### src/rtl/wb_lane_arbiter_if.sv
// Bundle of execution-unit result requests and the two writeback lanes they are packed onto.
interface wb_lane_arbiter_if #(
    parameter int NREQ  = 4,
    parameter int SID_W = 5
);
    logic [NREQ-1:0]       req_valid_i;
    logic [NREQ-1:0]       req_ready_o;
    logic [NREQ*5-1:0]     req_rd_i;
    logic [NREQ*64-1:0]    req_value_i;
    logic [NREQ*32-1:0]    req_inst_i;
    logic [NREQ*SID_W-1:0] req_sid_i;
    logic [NREQ-1:0]       req_redirect_i;
    logic [NREQ*64-1:0]    req_redirect_pc_i;

    logic                  inst0_wb_valid_o;
    logic [4:0]            inst0_wb_rd_o;
    logic [63:0]           inst0_wb_value_o;
    logic [31:0]           inst0_wb_inst_o;
    logic [SID_W-1:0]      inst0_wb_sid_o;
    logic                  inst0_wb_redirect_o;
    logic [63:0]           inst0_wb_redirect_pc_o;

    logic                  inst1_wb_valid_o;
    logic [4:0]            inst1_wb_rd_o;
    logic [63:0]           inst1_wb_value_o;
    logic [31:0]           inst1_wb_inst_o;
    logic [SID_W-1:0]      inst1_wb_sid_o;
    logic                  inst1_wb_redirect_o;
    logic [63:0]           inst1_wb_redirect_pc_o;

    // Arbiter side: consumes requests, produces grants and lane outputs.
    modport slave (
        input  req_valid_i, req_rd_i, req_value_i, req_inst_i, req_sid_i,
               req_redirect_i, req_redirect_pc_i,
        output req_ready_o,
        output inst0_wb_valid_o, inst0_wb_rd_o, inst0_wb_value_o, inst0_wb_inst_o,
               inst0_wb_sid_o, inst0_wb_redirect_o, inst0_wb_redirect_pc_o,
        output inst1_wb_valid_o, inst1_wb_rd_o, inst1_wb_value_o, inst1_wb_inst_o,
               inst1_wb_sid_o, inst1_wb_redirect_o, inst1_wb_redirect_pc_o
    );

    // Requester / writeback side.
    modport master (
        output req_valid_i, req_rd_i, req_value_i, req_inst_i, req_sid_i,
               req_redirect_i, req_redirect_pc_i,
        input  req_ready_o,
        input  inst0_wb_valid_o, inst0_wb_rd_o, inst0_wb_value_o, inst0_wb_inst_o,
               inst0_wb_sid_o, inst0_wb_redirect_o, inst0_wb_redirect_pc_o,
        input  inst1_wb_valid_o, inst1_wb_rd_o, inst1_wb_value_o, inst1_wb_inst_o,
               inst1_wb_sid_o, inst1_wb_redirect_o, inst1_wb_redirect_pc_o
    );
endinterface

### src/rtl/wb_lane_arbiter.sv
// Round-robin arbiter packing up to two execution-unit results per cycle onto the
// writeback lanes. Lane 0 always carries the first grant; a redirecting first grant
// closes the packet so lane 1 stays empty. Lane outputs are registered.
module wb_lane_arbiter #(
    parameter int NREQ  = 4,
    parameter int SID_W = 5
) (
    input  logic               clk,
    input  logic               rst_n,
    input  logic               flush_i,
    wb_lane_arbiter_if.slave   bus
);

    localparam int PTR_W = (NREQ > 1) ? $clog2(NREQ) : 1;

    logic [PTR_W-1:0] rr_ptr;
    logic [PTR_W-1:0] ptr_next;
    logic [PTR_W-1:0] scan_idx;
    logic [PTR_W-1:0] last_idx;
    logic [PTR_W-1:0] a_idx;
    logic [PTR_W-1:0] b_idx;
    logic             a_vld;
    logic             b_vld;
    logic [NREQ-1:0]  ready;

    // Pick the first two valid requesters in scan order starting at rr_ptr.
    always_comb begin
        a_vld    = 1'b0;
        b_vld    = 1'b0;
        a_idx    = '0;
        b_idx    = '0;
        scan_idx = '0;
        for (int i = 0; i < NREQ; i++) begin
            scan_idx = PTR_W'((int'(rr_ptr) + i) % NREQ);
            if (bus.req_valid_i[scan_idx]) begin
                if (!a_vld) begin
                    a_vld = 1'b1;
                    a_idx = scan_idx;
                end else if (!b_vld) begin
                    b_vld = 1'b1;
                    b_idx = scan_idx;
                end
            end
        end
        // A redirect ends the packet; anything after it would be on the wrong path.
        if (a_vld && bus.req_redirect_i[a_idx]) begin
            b_vld = 1'b0;
        end
        if (flush_i) begin
            a_vld = 1'b0;
            b_vld = 1'b0;
        end
    end

    // Grant vector and the pointer value that follows the last granted requester.
    always_comb begin
        ready = '0;
        if (a_vld) begin
            ready[a_idx] = 1'b1;
        end
        if (b_vld) begin
            ready[b_idx] = 1'b1;
        end
        last_idx = b_vld ? b_idx : a_idx;
        ptr_next = PTR_W'((int'(last_idx) + 1) % NREQ);
    end

    assign bus.req_ready_o = ready;

    // Register lane outputs and advance the round-robin pointer on any grant.
    always_ff @(posedge clk or negedge rst_n) begin
        if (!rst_n) begin
            rr_ptr                     <= '0;
            bus.inst0_wb_valid_o       <= 1'b0;
            bus.inst0_wb_rd_o          <= '0;
            bus.inst0_wb_value_o       <= '0;
            bus.inst0_wb_inst_o        <= '0;
            bus.inst0_wb_sid_o         <= '0;
            bus.inst0_wb_redirect_o    <= 1'b0;
            bus.inst0_wb_redirect_pc_o <= '0;
            bus.inst1_wb_valid_o       <= 1'b0;
            bus.inst1_wb_rd_o          <= '0;
            bus.inst1_wb_value_o       <= '0;
            bus.inst1_wb_inst_o        <= '0;
            bus.inst1_wb_sid_o         <= '0;
            bus.inst1_wb_redirect_o    <= 1'b0;
            bus.inst1_wb_redirect_pc_o <= '0;
        end else begin
            bus.inst0_wb_valid_o    <= a_vld;
            bus.inst0_wb_redirect_o <= a_vld & bus.req_redirect_i[a_idx];
            bus.inst1_wb_valid_o    <= b_vld;
            bus.inst1_wb_redirect_o <= b_vld & bus.req_redirect_i[b_idx];
            // Data fields only load on a grant so idle lanes do not toggle.
            if (a_vld) begin
                bus.inst0_wb_rd_o          <= bus.req_rd_i[a_idx*5 +: 5];
                bus.inst0_wb_value_o       <= bus.req_value_i[a_idx*64 +: 64];
                bus.inst0_wb_inst_o        <= bus.req_inst_i[a_idx*32 +: 32];
                bus.inst0_wb_sid_o         <= bus.req_sid_i[a_idx*SID_W +: SID_W];
                bus.inst0_wb_redirect_pc_o <= bus.req_redirect_pc_i[a_idx*64 +: 64];
                rr_ptr                     <= ptr_next;
            end
            if (b_vld) begin
                bus.inst1_wb_rd_o          <= bus.req_rd_i[b_idx*5 +: 5];
                bus.inst1_wb_value_o       <= bus.req_value_i[b_idx*64 +: 64];
                bus.inst1_wb_inst_o        <= bus.req_inst_i[b_idx*32 +: 32];
                bus.inst1_wb_sid_o         <= bus.req_sid_i[b_idx*SID_W +: SID_W];
                bus.inst1_wb_redirect_pc_o <= bus.req_redirect_pc_i[b_idx*64 +: 64];
            end
        end
    end

endmodule
### src/flat_wrapper.sv
// flat-port wrapper written by rule: the top's interface ports become plain ports
module wb_lane_arbiter_flat 
#(
    parameter int NREQ  = 4,
    parameter int SID_W = 5
)
  (clk, rst_n, flush_i, bus_req_valid_i, bus_req_rd_i, bus_req_value_i, bus_req_inst_i, bus_req_sid_i, bus_req_redirect_i, bus_req_redirect_pc_i, bus_req_ready_o, bus_inst0_wb_valid_o, bus_inst0_wb_rd_o, bus_inst0_wb_value_o, bus_inst0_wb_inst_o, bus_inst0_wb_sid_o, bus_inst0_wb_redirect_o, bus_inst0_wb_redirect_pc_o, bus_inst1_wb_valid_o, bus_inst1_wb_rd_o, bus_inst1_wb_value_o, bus_inst1_wb_inst_o, bus_inst1_wb_sid_o, bus_inst1_wb_redirect_o, bus_inst1_wb_redirect_pc_o);
  wb_lane_arbiter_if #(.NREQ(NREQ), .SID_W(SID_W)) bus_i ();
  input  logic clk;
  input  logic rst_n;
  input  logic flush_i;
  input wire logic [$bits(bus_i.req_valid_i)-1:0] bus_req_valid_i;
  input wire logic [$bits(bus_i.req_rd_i)-1:0] bus_req_rd_i;
  input wire logic [$bits(bus_i.req_value_i)-1:0] bus_req_value_i;
  input wire logic [$bits(bus_i.req_inst_i)-1:0] bus_req_inst_i;
  input wire logic [$bits(bus_i.req_sid_i)-1:0] bus_req_sid_i;
  input wire logic [$bits(bus_i.req_redirect_i)-1:0] bus_req_redirect_i;
  input wire logic [$bits(bus_i.req_redirect_pc_i)-1:0] bus_req_redirect_pc_i;
  output wire logic [$bits(bus_i.req_ready_o)-1:0] bus_req_ready_o;
  output wire logic [$bits(bus_i.inst0_wb_valid_o)-1:0] bus_inst0_wb_valid_o;
  output wire logic [$bits(bus_i.inst0_wb_rd_o)-1:0] bus_inst0_wb_rd_o;
  output wire logic [$bits(bus_i.inst0_wb_value_o)-1:0] bus_inst0_wb_value_o;
  output wire logic [$bits(bus_i.inst0_wb_inst_o)-1:0] bus_inst0_wb_inst_o;
  output wire logic [$bits(bus_i.inst0_wb_sid_o)-1:0] bus_inst0_wb_sid_o;
  output wire logic [$bits(bus_i.inst0_wb_redirect_o)-1:0] bus_inst0_wb_redirect_o;
  output wire logic [$bits(bus_i.inst0_wb_redirect_pc_o)-1:0] bus_inst0_wb_redirect_pc_o;
  output wire logic [$bits(bus_i.inst1_wb_valid_o)-1:0] bus_inst1_wb_valid_o;
  output wire logic [$bits(bus_i.inst1_wb_rd_o)-1:0] bus_inst1_wb_rd_o;
  output wire logic [$bits(bus_i.inst1_wb_value_o)-1:0] bus_inst1_wb_value_o;
  output wire logic [$bits(bus_i.inst1_wb_inst_o)-1:0] bus_inst1_wb_inst_o;
  output wire logic [$bits(bus_i.inst1_wb_sid_o)-1:0] bus_inst1_wb_sid_o;
  output wire logic [$bits(bus_i.inst1_wb_redirect_o)-1:0] bus_inst1_wb_redirect_o;
  output wire logic [$bits(bus_i.inst1_wb_redirect_pc_o)-1:0] bus_inst1_wb_redirect_pc_o;
  assign bus_i.req_valid_i = bus_req_valid_i;
  assign bus_i.req_rd_i = bus_req_rd_i;
  assign bus_i.req_value_i = bus_req_value_i;
  assign bus_i.req_inst_i = bus_req_inst_i;
  assign bus_i.req_sid_i = bus_req_sid_i;
  assign bus_i.req_redirect_i = bus_req_redirect_i;
  assign bus_i.req_redirect_pc_i = bus_req_redirect_pc_i;
  assign bus_req_ready_o = bus_i.req_ready_o;
  assign bus_inst0_wb_valid_o = bus_i.inst0_wb_valid_o;
  assign bus_inst0_wb_rd_o = bus_i.inst0_wb_rd_o;
  assign bus_inst0_wb_value_o = bus_i.inst0_wb_value_o;
  assign bus_inst0_wb_inst_o = bus_i.inst0_wb_inst_o;
  assign bus_inst0_wb_sid_o = bus_i.inst0_wb_sid_o;
  assign bus_inst0_wb_redirect_o = bus_i.inst0_wb_redirect_o;
  assign bus_inst0_wb_redirect_pc_o = bus_i.inst0_wb_redirect_pc_o;
  assign bus_inst1_wb_valid_o = bus_i.inst1_wb_valid_o;
  assign bus_inst1_wb_rd_o = bus_i.inst1_wb_rd_o;
  assign bus_inst1_wb_value_o = bus_i.inst1_wb_value_o;
  assign bus_inst1_wb_inst_o = bus_i.inst1_wb_inst_o;
  assign bus_inst1_wb_sid_o = bus_i.inst1_wb_sid_o;
  assign bus_inst1_wb_redirect_o = bus_i.inst1_wb_redirect_o;
  assign bus_inst1_wb_redirect_pc_o = bus_i.inst1_wb_redirect_pc_o;
  wb_lane_arbiter #(.NREQ(NREQ), .SID_W(SID_W)) u_core (.clk(clk), .rst_n(rst_n), .flush_i(flush_i), .bus(bus_i));
endmodule
### config.mk
export PLATFORM = sky130hd
export DESIGN_NAME = wb_lane_arbiter_flat
export DESIGN_NICKNAME = d
export VERILOG_FILES = /design/src/rtl/wb_lane_arbiter_if.sv /design/src/rtl/wb_lane_arbiter.sv /design/src/flat_wrapper.sv
export SDC_FILE = /design/constraint.sdc
export NUM_CORES = 1
export LEC_CHECK = 0
export BUFFER_PORTS_ARGS = -buffer_cell sky130_fd_sc_hd__buf_2
export CORE_AREA = 2 2 404 406
export CTS_CLUSTER_DIAMETER = 30
export DETAILED_ROUTE_END_ITERATION = 6
export DIE_AREA = 0 0 406 408
export SLEW_MARGIN = 20
export SYNTH_ARGS = -nofsm -noshare
export SYNTH_HDL_FRONTEND = slang
export SYNTH_SLANG_ARGS = --single-unit
### constraint.sdc
create_clock -name clk -period 5.4 [get_ports clk]
set_input_delay 1.08 -clock clk [delete_from_list [all_inputs] [get_ports clk]]
set_output_delay 1.08 -clock clk [all_outputs]
set_load 0.005 [all_outputs]
==> impl_results.md, run 1 <==
- Status: complete, no violations
- CP peak stage delay: roughly 0.58 ns
- Core area: between 0.15 and 0.2 mm^2
- Power density cells: ~730 mW/mm^2
- Die Y: 408 um
- Vias after detailed routing: 28800
- Type of origin of the critical path: flop
- Worst path bufs/invs: 1
- Crit Path Class: flop to primary output
- Final TNS setup: 0 ns
- Detailed placer's ending HPWL: just over 100000 um
- Crit-path leading delay family: multiplexers
- FP Rows: 148
- Placed Area: between 0.03 and 0.04 mm^2
- Post-synthesis xor/xnor area fraction: less than 1%
- First-pass GRT wire length: roughly 190000 um
- Drt drc: 0
- Crit-path cells: mux2i_1 -> o21ai_0 -> ha_1 -> mux2_1 -> a221o_1 -> o21ai_4 -> mux2_8 -> o32ai_2 -> buf_2
- Predominant post-synthesis flop cell: dfrtp_1
- Pre-CTS setup slack: 0.393 ns
- Post-Layout Inst Area: approximately 0.034 mm^2
- Post-DRT Antenna Nets: 0
- Area of the multi-input gates: 0.0128 mm^2
- Number of synthesis warnings: 0
- Critical path endpoint category: primary output
- Final setup violation count: 0
- Fin crit share: between 90% and 100%
- Initial Utilization: ~14%
- Post-CTS Hold Buffers: 0
- # nets final: 4735
- Total track usage: 15.9%
- CTS tree: built
- Crit Path Max Fanout: 30
- Top-count cell post-synth: nand2_1
- F_max: 198 MHz
- H-Tree Depth: 3
- Sequential element share of the synthesized area: about 38%
- Clock Tree Buf Depth: 3
- Clk root buf: clkbuf_16
- Critical Path RT: around 4.3 ns
- Die area: between 0.15 and 0.2 mm^2
- Final WS setup: 0.337 ns
- R2r setup slk: about 1.2 ns
- # fillers: between 15000 and 20000
- I/O pin count: 1039
- Final Routed Wirelength: 138000 um
- Synthesized area: between 0.02 and 0.025 mm^2
- Largest family of logic cells by synthesized area: compound AO/OA/AOI/OAI gates
- Worst EP arrival: roughly 4 ns
- Cts bufs inserted: 120
- Post-synthesis compound-gate area fraction: 34.3%
- Post-synth top cells: nand2_1, a21oi_1, dfrtp_1
- Share of cells above drive strength 1: between 30% and 40%
- Total gr overflow: 0
- FF/Latch Area: just under 0.009 mm^2
- Clock slew seen by the registers of the worst setup and hold paths: approximately 0.040 ns
- Clock Sinks: ~350
- Post-synth cell types: a little over 50
- Synth Net Count: about 3800
- MaxCap Viol Count: 0
- DR vias/cell: 4.53
- RSZ-0062 raised after global routing: no
- Post-synthesis mux area share: less than 1%
- Stages on the worst setup path: 9
- Ranking of synthesized cells by area: dfrtp_1, nand2_1, a21oi_1
- Adder-Cell Fraction of Synth Area: less than 1%
- Area Overhead vs Synth: 50.0%
- Hold Crit Class: primary input to async pin
- Worst hold margin: ~0.42 ns
- EDFF count, synth: 0
- FF-to-FF path depth: 11
- Slew of the pin with the lowest slew margin: 1.24 ns
- Pre-Repair DR Iteration Count: 6
- GPL Wtd Cong: 0.953
- Mapped Cells: 3127
- Flop and latch count out of synthesis: about 350
- Initial antenna violation count: 103
- CP max stage cell: dfrtp_2
- Clk_lat worst skew: about 0.73 ns
- Vias in the first global route: about 27000
- Yosys top cell area share: roughly 38%
- Area leader, netlist: dfrtp_1
- Maximum vdd drop: 0.731 mV
- Post-synthesis async set-or-reset flop share: between 90% and 100%
- Slew HR: 17.2%
- Count of pins over their slew limit: 0
- Synth Area per Inst: around 7.3 um^2
- Chip Width: 406 um
- Port Buffers: slightly above 1000
- Cell leakage power: roughly 17 nW
- Skew final: around 0.043 ns
- Fin crit period: about 5 ns
- Routed WL per cell: approximately 22 um
- Initial DRC count: roughly 2700
- Fraction of the mapped netlist area in simple logic gates: 20.4%
- Largest net degree at the start of global routing: roughly 170
- Fin. Hold Viols: 0
[routing by layer]
| metal | wire length [um] | track usage (%) | part of all wire (%) | up-vias |
|---|---|---|---|---|
| met1 | 52700 | 18.4 | 38 | 13700 |
| met3 | 13600 | 5.05 | 9.9 | 419 |
| met5 | 253 | 0 | 0.18 | - |
| met2 | 63500 | 25.4 | 46 | 1804 |
| met4 | 7940 | 9.74 | 5.8 | 40 |
| li1 | - | - | - | 12800 |
[repair_timing]
action / in CTS / in global routing
setup buffers: 0 / 0
setup endpoints to repair: 0 / 4
gates resized for setup: 0 / 2
[flip-flops by register name, indices dropped and copies added (netlist names)]
| register | count |
|---|---|
| u_core.bus.inst0_wb_redirect_pc_o | 64 |
| u_core.bus.inst0_wb_value_o | 64 |
| u_core.bus.inst1_wb_redirect_pc_o | 64 |
| u_core.bus.inst1_wb_value_o | 64 |
| u_core.bus.inst0_wb_inst_o | 32 |
| u_core.bus.inst1_wb_inst_o | 32 |
| u_core.bus.inst0_wb_rd_o | 5 |
| u_core.bus.inst0_wb_sid_o | 5 |
| u_core.bus.inst1_wb_rd_o | 5 |
| u_core.bus.inst1_wb_sid_o | 5 |
| u_core.rr_ptr | 2 |
| u_core.bus.inst0_wb_redirect_o | 1 |
| u_core.bus.inst0_wb_valid_o | 1 |
| u_core.bus.inst1_wb_redirect_o | 1 |
| u_core.bus.inst1_wb_valid_o | 1 |
[cells by family (layout without fill, tap and decap cells)]
family / after synthesis / in the layout
buf+inv: 303 / 1322
xor+xnor: 3 / 3
simple gates: 1228 / 1228
compound gates: 1239 / 1239
flops: 346 / 346
fa+ha+maj: 3 / 3
other cells: 0 / 32
mux: 5 / 5
[cells in the final DEF, fill, tap and decap left out, drive strengths merged, types with 2 or more instances in the layout]
cell type  instances
nor2               5
o21a               2
o211ai             8
nand3b             2
ha                 2
inv               11
nor3               3
and3               2
nor2b              5
clkinvlp           2
o21ai            179
o32ai              4
bufinv            17
diode             32
a21oi            683
a211o            174
buf             1087
and2               2
dfrtp            346
a211oi             7
a22o             170
a31oi              3
clkbuf           166
nand3              7
mux2               2
xnor2              3
nand2           1198
clkinv            39
mux2i              2
a21o               2
[worst reg2reg max path, delay by kind of cell (launching register included)]
family                     cells  cell delay, ns
buffers and inverters          2            1.36
muxes                          2            0.64
DFF                            1            0.58
AOI/OAI and AO/OA              5            1.06
adders and majority gates      1            0.31
and+or+nand+nor                1            0.17
[worst paths after layout]
kind | start | to
max in group asynchronous | rst_n | u_core.bus.inst1_wb_value_o[53]
setup reg to reg | u_core.rr_ptr[1] | u_core.bus.inst0_wb_value_o[1]
hold reg to reg | u_core.bus.inst1_wb_redirect_pc_o[44] | u_core.bus.inst1_wb_redirect_pc_o[44]
hold / removal | rst_n | u_core.bus.inst0_wb_redirect_pc_o[33]
min in group clk | u_core.bus.inst1_wb_redirect_pc_o[44] | u_core.bus.inst1_wb_redirect_pc_o[44]
setup / recovery | u_core.rr_ptr[1] | bus_req_ready_o[1]
[power breakdown]
group,total [W],internal [W],switching (W)
Sequential,0.00472,0.00388,0.000838
Clock,0.00738,0.00523,0.00215
Combinational,0.0131,0.00472,0.00842
Total,0.0252,0.0138,0.0114
[layout make-up]
type,count,share of cell area [%]
antenna,32,0.232
clock buffer,166,10.1
clock inverter,60,2.40
inverter,9,0.0981
multi-input combinational,2478,37.1
sequential,346,25.1
tap,2175,7.90
timing repair buffer,1087,17.0
[metrics by stage]
step | utilization [%] | instances | power (W)
after floorplan | - | 3127 | 0.0133
after global placement | 18.6 | 6095 | 0.0175
after detailed placement | 18.6 | 6095 | 0.0177
after CTS | 21.3 | 6321 | 0.0252
after global routing | 21.3 | 6347 | 0.0268
final | 21.3 | 6353 | 0.0252
(Power assumes the default switching activity.)
==> run 2, diff against run 1 <==
--- a/config.mk
+++ b/config.mk
@@ -10,6 +10,7 @@
 export CTS_CLUSTER_DIAMETER = 30
 export DETAILED_ROUTE_END_ITERATION = 6
 export DIE_AREA = 0 0 406 408
+export PLACE_DENSITY = 0.41
 export SLEW_MARGIN = 20
 export SYNTH_ARGS = -nofsm -noshare
 export SYNTH_HDL_FRONTEND = slang
==> run 2 against run 1 <==
Compared with the run above: fmax up 5.3%; clock-buffer cell count up 55; register-to-register slack better by 0.37 ns; critical path depth up 1; final area up 0.95%; routed wire length down 2.9%; clock power up 4.6%; sequential power down 1%; critical endpoint unchanged.
==> impl_results.md, run 2 (same netlist as run 1, synthesis figures left out) <==
- MaxCap Viol Count: 0
- # nets final: ~4800
- FF-to-FF path depth: 12
- GPL Wtd Cong: 0.917
- Clock Tree Buf Depth: 3
- Commonest cells after routing, fill and taps aside: nand2_1, buf_2, a21oi_1
- Detailed placer's ending HPWL: about 95000 um
- Critical Path RT: ~4.3 ns
- Vias after detailed routing: roughly 28000
- Clock slew seen by the registers of the worst setup and hold paths: 0.04 ns
- Total track usage: ~15%
- Total gr overflow: 0
- Skew final: about 0.029 ns
- Post-Layout Inst Area: 0.0348 mm^2
- FP Rows: between 100 and 150
- Chip Width: 406 um
- Count of pins over their slew limit: 0
- Die area: ~0.17 mm^2
- First-pass GRT wire length: 190000 um
- Slew HR: between 20% and 30%
- RSZ-0062 raised after global routing: no
- Final core occ: a little over a fifth
- Resized Gates After CTS: 0
- Vias in the first global route: around 27000
- Placed Area: between 0.03 and 0.04 mm^2
- Post-DRT Antenna Nets: 0
- R2r setup slk: between 1.5 and 2 ns
- Final Routed Wirelength: between 100000 and 150000 um
- Initial antenna violation count: 85
- Cell leakage power: ~17 nW
- Pre-Repair DR Iteration Count: 5
- Type of origin of the critical path: primary input
- Final TNS setup: 0 ns
- Worst R2R End: u_core.bus.inst0_wb_value_o[3]
- Post-CTS Hold Buffers: 0
- Drt drc: 0
- H-Tree Depth: 4
- Fin. Hold Viols: 0
- Area Overhead vs Synth: 51.4%
- Slew of the pin with the lowest slew margin: ~1.2 ns
- Hold Crit Class: primary input to async pin
- Clk_lat worst skew: ~0.75 ns
- Crit Path Max Fanout: 19
- Die Y: just over 400 um
- Clk root buf: clkbuf_16
- Clock Sinks: between 300 and 400
- Post-CTS Setup Inserts: 0
- Overall power: between 0.02 and 0.03 W
- Fin crit share: around nine tenths
- Fin crit period: 4.81 ns
- Routed WL per cell: about 21 um
- Status: complete, no violations
- CTS tree: built
- Most common cell after layout, fill and taps aside: nand2_1
- Final setup violation count: 0
- DR vias/cell: 4.38
- Maximum vdd drop: 0.720 mV
- Port Buffers: 1038
- Crit Path Class: primary input to primary output
- Worst EP arrival: ~3.7 ns
- Critical path endpoint category: primary output
- Initial DRC count: 2168
- Cts bufs inserted: about 140
- R2r startpoint: u_core.rr_ptr[1]
- Power density cells: between 700 and 800 mW/mm^2
- I/O pin count: roughly 1000
- Largest net degree at the start of global routing: roughly 160
- F_max: 208 MHz
- Core area: around 0.16 mm^2
- Share of cells above drive strength 1: roughly 33%
- Initial Utilization: 14.2%
run 2: worst max path at each step:
stage / startpoint / end / slack, ns
after floorplan: bus_req_valid_i[1] / bus_req_ready_o[0] / 0.93
after global placement: bus_req_valid_i[1] / bus_req_ready_o[3] / 0.52
after detailed placement: bus_req_valid_i[1] / bus_req_ready_o[3] / 0.59
after CTS: u_core.rr_ptr[1] / bus_req_ready_o[3] / 0.56
after global routing: u_core.rr_ptr[0] / bus_req_ready_o[0] / 0.41
final: bus_req_valid_i[1] / bus_req_ready_o[1] / 0.59
run 2: critical path, stage by stage:
cell	delay, ns
buf_2	0.30
mux2i_1	0.16
o21ai_0	0.27
ha_1	0.30
mux2_1	0.29
a221o_1	0.38
o21ai_4	0.10
mux2_8	0.42
o32ai_2	0.26
buf_2	0.15
run 2: cell type report:
cell class              instances  area (um^2)
fillers                     18200       127000
clock buffers                 221         4200
inverters                       9         33.8
multi-input cells            2478        12800
clock inverters                25          444
diodes                         40          100
repair buffers               1088         5840
flip-flops and latches        346         8660
well taps                    2175         2720
run 2: routing by layer:
| layer | wire, um | GRT usage, % |
|---|---|---|
| met2 | 63200 | 25.0 |
| met1 | 51900 | 17.7 |
| met4 | 5460 | 7.61 |
| met5 | 276 | 0 |
| met3 | 13300 | 6.14 |
run 2: report_power, final:
group	total (W)	switching (W)	leakage, nW	internal (W)
Combinational	0.0132	0.00852	10.5	0.00470
Sequential	0.00466	0.000785	4.30	0.00388
Clock	0.00772	0.00234	2.25	0.00538
run 2: metrics by stage:
step / hold WS [ns] / worst slack, ns / cells
2_1_floorplan: 0.473 / 0.929 / 3127
3_3_place_gp: 0.458 / 0.520 / 6096
3_5_place_dp: 0.460 / 0.594 / 6096
4_1_cts: 0.300 / 0.557 / 6342
5_1_grt: 0.343 / 0.410 / 6373
6_report: 0.348 / 0.594 / 6382
